$ cat src/rtl/ball_motion_if.sv
// Ball-motion bus: game controller (master) drives serve/tick/paddle, ball_motion (slave) returns position and velocity.
interface ball_motion_if #(
  parameter int X_W     = 10,
  parameter int Y_W     = 10,
  parameter int SPEED_W = 3
);
  logic                       tick;
  logic                       serve;
  logic                       serve_dir;
  logic [SPEED_W-1:0]         speed_x;
  logic [SPEED_W-1:0]         speed_y;
  logic                       paddle_hit;
  logic [X_W-1:0]             ball_x;
  logic [Y_W-1:0]             ball_y;
  logic [2*(SPEED_W+1)-1:0]   out_vector;
  logic                       active;
  logic                       miss_left;
  logic                       miss_right;

  modport master (
    output tick, serve, serve_dir, speed_x, speed_y, paddle_hit,
    input  ball_x, ball_y, out_vector, active, miss_left, miss_right
  );

  modport slave (
    input  tick, serve, serve_dir, speed_x, speed_y, paddle_hit,
    output ball_x, ball_y, out_vector, active, miss_left, miss_right
  );
endinterface

$ cat src/rtl/ball_motion.sv
// Stateful pong ball: serve delay, per-axis speed, wall bounce, paddle reflection, miss detection.
// Optional feature macro BALL_ACCEL_EN: each paddle reflection bumps the x speed (saturating).
module ball_motion #(
  parameter int X_W         = 10,
  parameter int Y_W         = 10,
  parameter int X_MAX       = 639,
  parameter int Y_MAX       = 479,
  parameter int BALL_SIZE   = 8,
  parameter int SPEED_W     = 3,
  parameter int X_START     = 316,
  parameter int Y_START     = 236,
  parameter int SERVE_DELAY = 30
) (
  input logic          clk,
  input logic          rst_n,
  ball_motion_if.slave bus
);
  localparam int AW = ((X_W > Y_W) ? X_W : Y_W) + 1;
  localparam int VW = SPEED_W + 1;
  localparam int CW = $clog2(SERVE_DELAY + 1);
  localparam logic [AW-1:0] XL = AW'(X_MAX + 1 - BALL_SIZE);
  localparam logic [AW-1:0] YL = AW'(Y_MAX + 1 - BALL_SIZE);

  typedef enum logic [1:0] {IDLE = 2'd0, WAIT = 2'd1, MOVE = 2'd2} state_t;

  state_t             state_r;
  logic [CW-1:0]      cnt_r;
  logic [X_W-1:0]     x_r;
  logic [Y_W-1:0]     y_r;
  logic               dir_x_r;
  logic               dir_y_r;
  logic [SPEED_W-1:0] spd_x_r;
  logic [SPEED_W-1:0] spd_y_r;
  logic [2*VW-1:0]    vec_r;
  logic               active_r;
  logic               miss_l_r;
  logic               miss_r_r;

  logic [AW-1:0]      xe_s, sx_s, x_plus_s, x_minus_s;
  logic [AW-1:0]      ye_s, sy_s, y_plus_s, y_minus_s;
  logic               x_over_s, x_under_s, y_over_s, y_under_s;
  logic [AW-1:0]      y_nxt_s, x_hit_s, x_mv_s;
  logic               dy_nxt_s;
  logic               miss_l_s, miss_r_s;
  logic [SPEED_W-1:0] spd_x_hit_s;

  function automatic logic [VW-1:0] signed_speed(input logic dir, input logic [SPEED_W-1:0] spd);
    logic [VW-1:0] mag;
    mag = VW'(spd);
    return dir ? (VW'(0) - mag) : mag;
  endfunction

  function automatic logic [2*VW-1:0] pack_vec(input logic dx, input logic dy,
                                               input logic [SPEED_W-1:0] sx,
                                               input logic [SPEED_W-1:0] sy);
    return {signed_speed(dx, sx), signed_speed(dy, sy)};
  endfunction

  // Widened candidate positions so comparisons never see wrap-around
  always_comb begin
    xe_s      = AW'(x_r);
    sx_s      = AW'(spd_x_r);
    ye_s      = AW'(y_r);
    sy_s      = AW'(spd_y_r);
    x_plus_s  = xe_s + sx_s;
    x_minus_s = xe_s - sx_s;
    y_plus_s  = ye_s + sy_s;
    y_minus_s = ye_s - sy_s;
    x_over_s  = (x_plus_s > XL);
    x_under_s = (xe_s < sx_s);
    y_over_s  = (y_plus_s > YL);
    y_under_s = (ye_s < sy_s);
  end

  // Next y with wall bounce
  always_comb begin
    y_nxt_s  = ye_s;
    dy_nxt_s = dir_y_r;
    if (!dir_y_r) begin
      if (y_over_s) begin
        y_nxt_s  = YL;
        dy_nxt_s = 1'b1;
      end else begin
        y_nxt_s  = y_plus_s;
        dy_nxt_s = 1'b0;
      end
    end else begin
      if (y_under_s) begin
        y_nxt_s  = '0;
        dy_nxt_s = 1'b0;
      end else begin
        y_nxt_s  = y_minus_s;
        dy_nxt_s = 1'b1;
      end
    end
  end

  // Next x for reflection (reversed direction, clamped) and for a plain move, plus miss flags
  always_comb begin
    if (dir_x_r) begin
      x_hit_s = x_over_s ? XL : x_plus_s;
    end else begin
      x_hit_s = x_under_s ? '0 : x_minus_s;
    end
    x_mv_s   = dir_x_r ? x_minus_s : x_plus_s;
    miss_r_s = !dir_x_r && x_over_s;
    miss_l_s = dir_x_r && x_under_s;
  end

  // Reflection speed update
  always_comb begin
`ifdef BALL_ACCEL_EN
    if (spd_x_r == {SPEED_W{1'b1}}) begin
      spd_x_hit_s = spd_x_r;
    end else begin
      spd_x_hit_s = spd_x_r + SPEED_W'(1);
    end
`else
    spd_x_hit_s = spd_x_r;
`endif
  end

  // Control FSM and all registered outputs
  always_ff @(posedge clk or negedge rst_n) begin
    if (!rst_n) begin
      state_r  <= IDLE;
      cnt_r    <= '0;
      x_r      <= X_W'(X_START);
      y_r      <= Y_W'(Y_START);
      dir_x_r  <= 1'b0;
      dir_y_r  <= 1'b0;
      spd_x_r  <= '0;
      spd_y_r  <= '0;
      vec_r    <= '0;
      active_r <= 1'b0;
      miss_l_r <= 1'b0;
      miss_r_r <= 1'b0;
    end else begin
      miss_l_r <= 1'b0;
      miss_r_r <= 1'b0;
      case (state_r)
        IDLE: begin
          if (bus.serve) begin
            spd_x_r  <= bus.speed_x;
            spd_y_r  <= bus.speed_y;
            dir_x_r  <= bus.serve_dir;
            dir_y_r  <= 1'b0;
            cnt_r    <= CW'(SERVE_DELAY);
            vec_r    <= pack_vec(bus.serve_dir, 1'b0, bus.speed_x, bus.speed_y);
            active_r <= 1'b1;
            state_r  <= WAIT;
          end
        end
        WAIT: begin
          if (bus.tick) begin
            if (cnt_r <= CW'(1)) begin
              cnt_r   <= '0;
              state_r <= MOVE;
            end else begin
              cnt_r <= cnt_r - CW'(1);
            end
          end
        end
        MOVE: begin
          if (bus.tick) begin
            if (bus.paddle_hit) begin
              x_r     <= x_hit_s[X_W-1:0];
              y_r     <= y_nxt_s[Y_W-1:0];
              dir_x_r <= ~dir_x_r;
              dir_y_r <= dy_nxt_s;
              spd_x_r <= spd_x_hit_s;
              vec_r   <= pack_vec(~dir_x_r, dy_nxt_s, spd_x_hit_s, spd_y_r);
            end else if (miss_r_s || miss_l_s) begin
              // y update for this tick is dropped; ball re-parks
              miss_r_r <= miss_r_s;
              miss_l_r <= miss_l_s;
              x_r      <= X_W'(X_START);
              y_r      <= Y_W'(Y_START);
              active_r <= 1'b0;
              state_r  <= IDLE;
            end else begin
              x_r     <= x_mv_s[X_W-1:0];
              y_r     <= y_nxt_s[Y_W-1:0];
              dir_y_r <= dy_nxt_s;
              vec_r   <= pack_vec(dir_x_r, dy_nxt_s, spd_x_r, spd_y_r);
            end
          end
        end
        default: begin
          state_r  <= IDLE;
          active_r <= 1'b0;
        end
      endcase
    end
  end

  assign bus.ball_x     = x_r;
  assign bus.ball_y     = y_r;
  assign bus.out_vector = vec_r;
  assign bus.active     = active_r;
  assign bus.miss_left  = miss_l_r;
  assign bus.miss_right = miss_r_r;
endmodule
$ cat src/flat_wrapper.sv
// flat-port wrapper written by rule: the top's interface ports become plain ports
module ball_motion_flat 
#(
  parameter int X_W         = 10,
  parameter int Y_W         = 10,
  parameter int X_MAX       = 639,
  parameter int Y_MAX       = 479,
  parameter int BALL_SIZE   = 8,
  parameter int SPEED_W     = 3,
  parameter int X_START     = 316,
  parameter int Y_START     = 236,
  parameter int SERVE_DELAY = 30
)
  (clk, rst_n, bus_tick, bus_serve, bus_serve_dir, bus_speed_x, bus_speed_y, bus_paddle_hit, bus_ball_x, bus_ball_y, bus_out_vector, bus_active, bus_miss_left, bus_miss_right);
  ball_motion_if #(.X_W(X_W), .Y_W(Y_W), .SPEED_W(SPEED_W)) bus_i ();
  input logic clk;
  input logic rst_n;
  input wire logic [$bits(bus_i.tick)-1:0] bus_tick;
  input wire logic [$bits(bus_i.serve)-1:0] bus_serve;
  input wire logic [$bits(bus_i.serve_dir)-1:0] bus_serve_dir;
  input wire logic [$bits(bus_i.speed_x)-1:0] bus_speed_x;
  input wire logic [$bits(bus_i.speed_y)-1:0] bus_speed_y;
  input wire logic [$bits(bus_i.paddle_hit)-1:0] bus_paddle_hit;
  output wire logic [$bits(bus_i.ball_x)-1:0] bus_ball_x;
  output wire logic [$bits(bus_i.ball_y)-1:0] bus_ball_y;
  output wire logic [$bits(bus_i.out_vector)-1:0] bus_out_vector;
  output wire logic [$bits(bus_i.active)-1:0] bus_active;
  output wire logic [$bits(bus_i.miss_left)-1:0] bus_miss_left;
  output wire logic [$bits(bus_i.miss_right)-1:0] bus_miss_right;
  assign bus_i.tick = bus_tick;
  assign bus_i.serve = bus_serve;
  assign bus_i.serve_dir = bus_serve_dir;
  assign bus_i.speed_x = bus_speed_x;
  assign bus_i.speed_y = bus_speed_y;
  assign bus_i.paddle_hit = bus_paddle_hit;
  assign bus_ball_x = bus_i.ball_x;
  assign bus_ball_y = bus_i.ball_y;
  assign bus_out_vector = bus_i.out_vector;
  assign bus_active = bus_i.active;
  assign bus_miss_left = bus_i.miss_left;
  assign bus_miss_right = bus_i.miss_right;
  ball_motion #(.X_W(X_W), .Y_W(Y_W), .X_MAX(X_MAX), .Y_MAX(Y_MAX), .BALL_SIZE(BALL_SIZE), .SPEED_W(SPEED_W), .X_START(X_START), .Y_START(Y_START), .SERVE_DELAY(SERVE_DELAY)) u_core (.clk(clk), .rst_n(rst_n), .bus(bus_i));
endmodule
$ cat config.mk
export PLATFORM = sky130hd
export DESIGN_NAME = ball_motion_flat
export DESIGN_NICKNAME = d
export VERILOG_FILES = /design/src/rtl/ball_motion_if.sv /design/src/rtl/ball_motion.sv /design/src/flat_wrapper.sv
export SDC_FILE = /design/constraint.sdc
export NUM_CORES = 1
export LEC_CHECK = 0
export BUFFER_PORTS_ARGS = -buffer_cell sky130_fd_sc_hd__clkbuf_2
export CORE_MARGIN = 2
export CORE_UTILIZATION = 40
export DETAILED_ROUTE_END_ITERATION = 16
export GPL_ROUTABILITY_DRIVEN = 0
export PLACE_DENSITY_LB_ADDON = 0.05
export SYNTH_ARGS = -nofsm -noshare
export SYNTH_HDL_FRONTEND = slang
export SYNTH_SLANG_ARGS = --single-unit
$ cat constraint.sdc
create_clock -name clk -period 2.8 [get_ports clk]
set_input_delay 0.14 -clock clk [delete_from_list [all_inputs] [get_ports clk]]
set_output_delay 0.14 -clock clk [all_outputs]
set_load 0.1 [all_outputs]
==> metrics.txt <==
outcome finished with violations; failing checks negative hold slack, negative setup slack; core area roughly 9200 um^2; switch share 53.18%; first-pass GRT wire length 19340 um; Main synth FF type dfrtp_1; worst endpoint required time 3.03 ns; Mean Syn Cell Area 8.248 um^2; Final setup viols 30; placed wire-length estimate ~8400 um; top post-synthesis cells by count 41 x nand2_1, 36 x dfrtp_1, 34 x nor2_1; warnings from Yosys 0; Clock power frac 8.6%; remaining antenna violation count after routing 0; final WL between 10000 and 15000 um; placed instance area around 4600 um^2; Synth area leaders dfrtp_1 24%, dfstp_2 7.0%, ha_1 5.7%; post-route insts no fill 686; Max IR drop VDD 0.7350 mV; max_slew headroom a little over a third; Tmin final a little over 3 ns; HP Class in -> async; Final Hold Viols 22; post-route cell area 5429 um^2; FP Rows 35; count of cell types in the netlist 69; worst setup path class reg -> reg; placed cell count about 650; final setup margin -0.2165 ns; Critical Path AT 3.24 ns; slowest CP cell dfrtp_4; syn_nets 489; clk_lat worst skew 0.30 ns; io pins 43; startpoint types flop; CTS tree done; Post-synth EDFFs 0; Worst Path Buf+Inv 1; NumNets Final ~600; clk sinks 46; Fill cells 847; Pre-Repair DR Iteration Count 5; post-synthesis sequential area ratio a little under a third; Yosys top cell area share between 20% and 30%; area occupied by multi-input gates 2882 um^2; Final Max Slew Viols 0; CTS root buf clkbuf_8; Clock transition at path regs around 0.10 ns; pwr dens roughly 1100 nW/um^2; die width 101.0 um; Port Buffers 42; Starting Density 40.90%; Layout area overhead 44.34%; #FFs+latches synth 46; vias post-DR 3993; die area 10190 um^2; Fin Hold WS -0.01358 ns; Peak Freq 0.3315 GHz; Post-Syn Instances ~460; most instantiated library cell after synthesis nand2_1; most area-hungry cell type in the Yosys netlist dfrtp_1; final period utilization 107.7%; ys async rst share 100.0%; crit-path cells buf_4, ha_2, fa_2, xnor2_2, nor3b_2, o22ai_2, o21ai_2, o22ai_4, a21boi_4, nand2_4, o32a_1; total CTS buffers 5; Die H between 100 and 150 um; clock tree buffer depth 2; fraction of layout cells with a size suffix above 1 44.00%; crit path max fanout 4; vias per std cell 5.821; endpoint class of the critical path flop; All-Layer GR Usage about a quarter; delay-heaviest family, CP compound AO/OA/AOI/OAI gates; critical path's largest stage delay 0.51 ns; Routed wire per std cell 17.61 um; Psw 3.180 mW; htree depth 2; Lkg Pwr ~2.3 nW; slew at the pin closest to its max-slew limit 0.9778 ns; Register Area 1182 um^2; ANT cells 0; largest net degree at the start of global routing 37; initial antenna violation count 0; internal power contribution approximately 2.8 mW; RSZ-0062 raised after global routing true; Residual DRC 0; vias in the first global route 3809; Seq pwr share 20.6%; Post-Syn Area between 3000 and 4000 um^2; initial DRC count 156; combinational group share of total power 70.8%; max-cap viol count 0; Clock Skews 0.006892 ns; Overflow after GRT 0
## path summary, 6_finish.rpt
path / to / cells past startpoint / slack, ns / startpoint
worst max-delay path: u_core.bus.ball_y[3] / 11 / -0.22 / u_core.bus.ball_x[0]
worst max register to register: u_core.bus.ball_y[3] / 11 / -0.22 / u_core.bus.ball_x[0]
worst min register to register: u_core.bus.out_vector[4] / 2 / 0.50 / u_core.bus.out_vector[4]
min in group clk: u_core.spd_y_r[2] / 3 / 0.08 / bus_speed_y[2]
worst min-delay path: u_core.spd_y_r[2] / 1 / -0.01 / rst_n
max in group asynchronous: u_core.bus.out_vector[6] / 2 / 2.08 / rst_n
## what timing repair did
action | CTS | global route
hold buffers | 0 | 0
resized for setup | 60 | 51
pin swaps | 24 | 25
setup endpoints to repair | 31 | 32
buffers inserted | 12 | 16
## metal layers
metal / vias to the layer above / GRT usage, % / share of wire (%)
met2: 130 / 38.72 / 47
met4: 0 / 4.054 / 1.1
li1: 1921 / - / -
met5: - / 0 / 0
met1: 1932 / 34.41 / 47
met3: 10 / 2.635 / 5.2
## registers in the layout, summed over array words and instances (netlist names)
signal                 count
u_core.bus.miss_left       1
u_core.dir_y_r             1
u_core.bus.ball_x         10
u_core.cnt_r               5
u_core.state_r             2
u_core.bus.active          1
u_core.bus.out_vector      8
u_core.dir_x_r             1
u_core.bus.ball_y         10
u_core.spd_y_r             3
u_core.spd_x_hit_s         3
u_core.bus.miss_right      1
## cells in the final DEF, fill, tap and decap left out, types with 4 or more instances in the layout
cell type	count
a211oi_2	4
a21o_1	5
a21oi_1	25
a21oi_2	5
a31oi_1	6
and2_1	4
buf_4	79
buf_6	16
clkbuf_2	42
clkbuf_8	5
dfrtp_1	31
dfstp_2	8
fa_2	4
ha_1	12
inv_1	21
nand2_1	35
nand2_2	4
nand2b_1	7
nand3_1	9
nand3b_1	6
nand4_1	4
nor2_1	28
nor2b_1	8
nor2b_4	4
nor3_1	12
nor4_1	5
o211ai_1	4
o21a_1	4
o21ai_0	19
o21ai_1	11
o21ai_2	8
o31ai_1	6
or3_1	6
xnor2_1	9
## stage by stage
| step | hold WS (ns) | power [mW] | TNS, ns | worst slack, ns | util (%) |
|---|---|---|---|---|---|
| detailed placement | 0.3467 | 4.806 | -3.925 | -0.2407 | 49.97 |
| finish | -0.01358 | 5.979 | -2.721 | -0.2165 | 59.03 |
| CTS | 0.01496 | 5.631 | -1.807 | -0.1744 | 55.07 |
| global placement | 0.3433 | 4.780 | -2.834 | -0.2123 | 49.97 |
| floorplan | -0.1556 | 3.763 | -6.624 | -0.3638 | - |
| global route | 0.05736 | 6.396 | -6.524 | -0.3531 | 59.03 |
## power groups by stage
stage                     Combinational [mW]  Sequential (mW)  Clock [mW]
after floorplan                         1.68             2.08           0
after global placement                  3.57             1.21           0
after detailed placement                3.59             1.22           0
after CTS                               3.88             1.22       0.532
after global routing                    4.56             1.28       0.554
final                                   4.23             1.23       0.513
## logic make-up after synthesis
group | after synthesis | synth area share (%)
multiplexers | 4 | 1.065
adder cells (fa/ha/maj) | 21 | 7.784
buffers and inverters | 52 | 5.689
flip-flops | 46 | 30.94
XOR/XNOR | 13 | 3.027
AO/OA/AOI/OAI | 147 | 26.38
AND/OR/NAND/NOR | 173 | 25.12
## layout make-up
cell class,instances,area share [%]
Multi-Input combinational cell,358,53.08
Sequential cell,46,21.78
Timing Repair Buffer,139,18.85
Tap cell,111,2.558
Inverter,24,1.705
Clock buffer,6,1.337
Clock inverter,2,0.6914
Power figures use the tool's default switching activity.
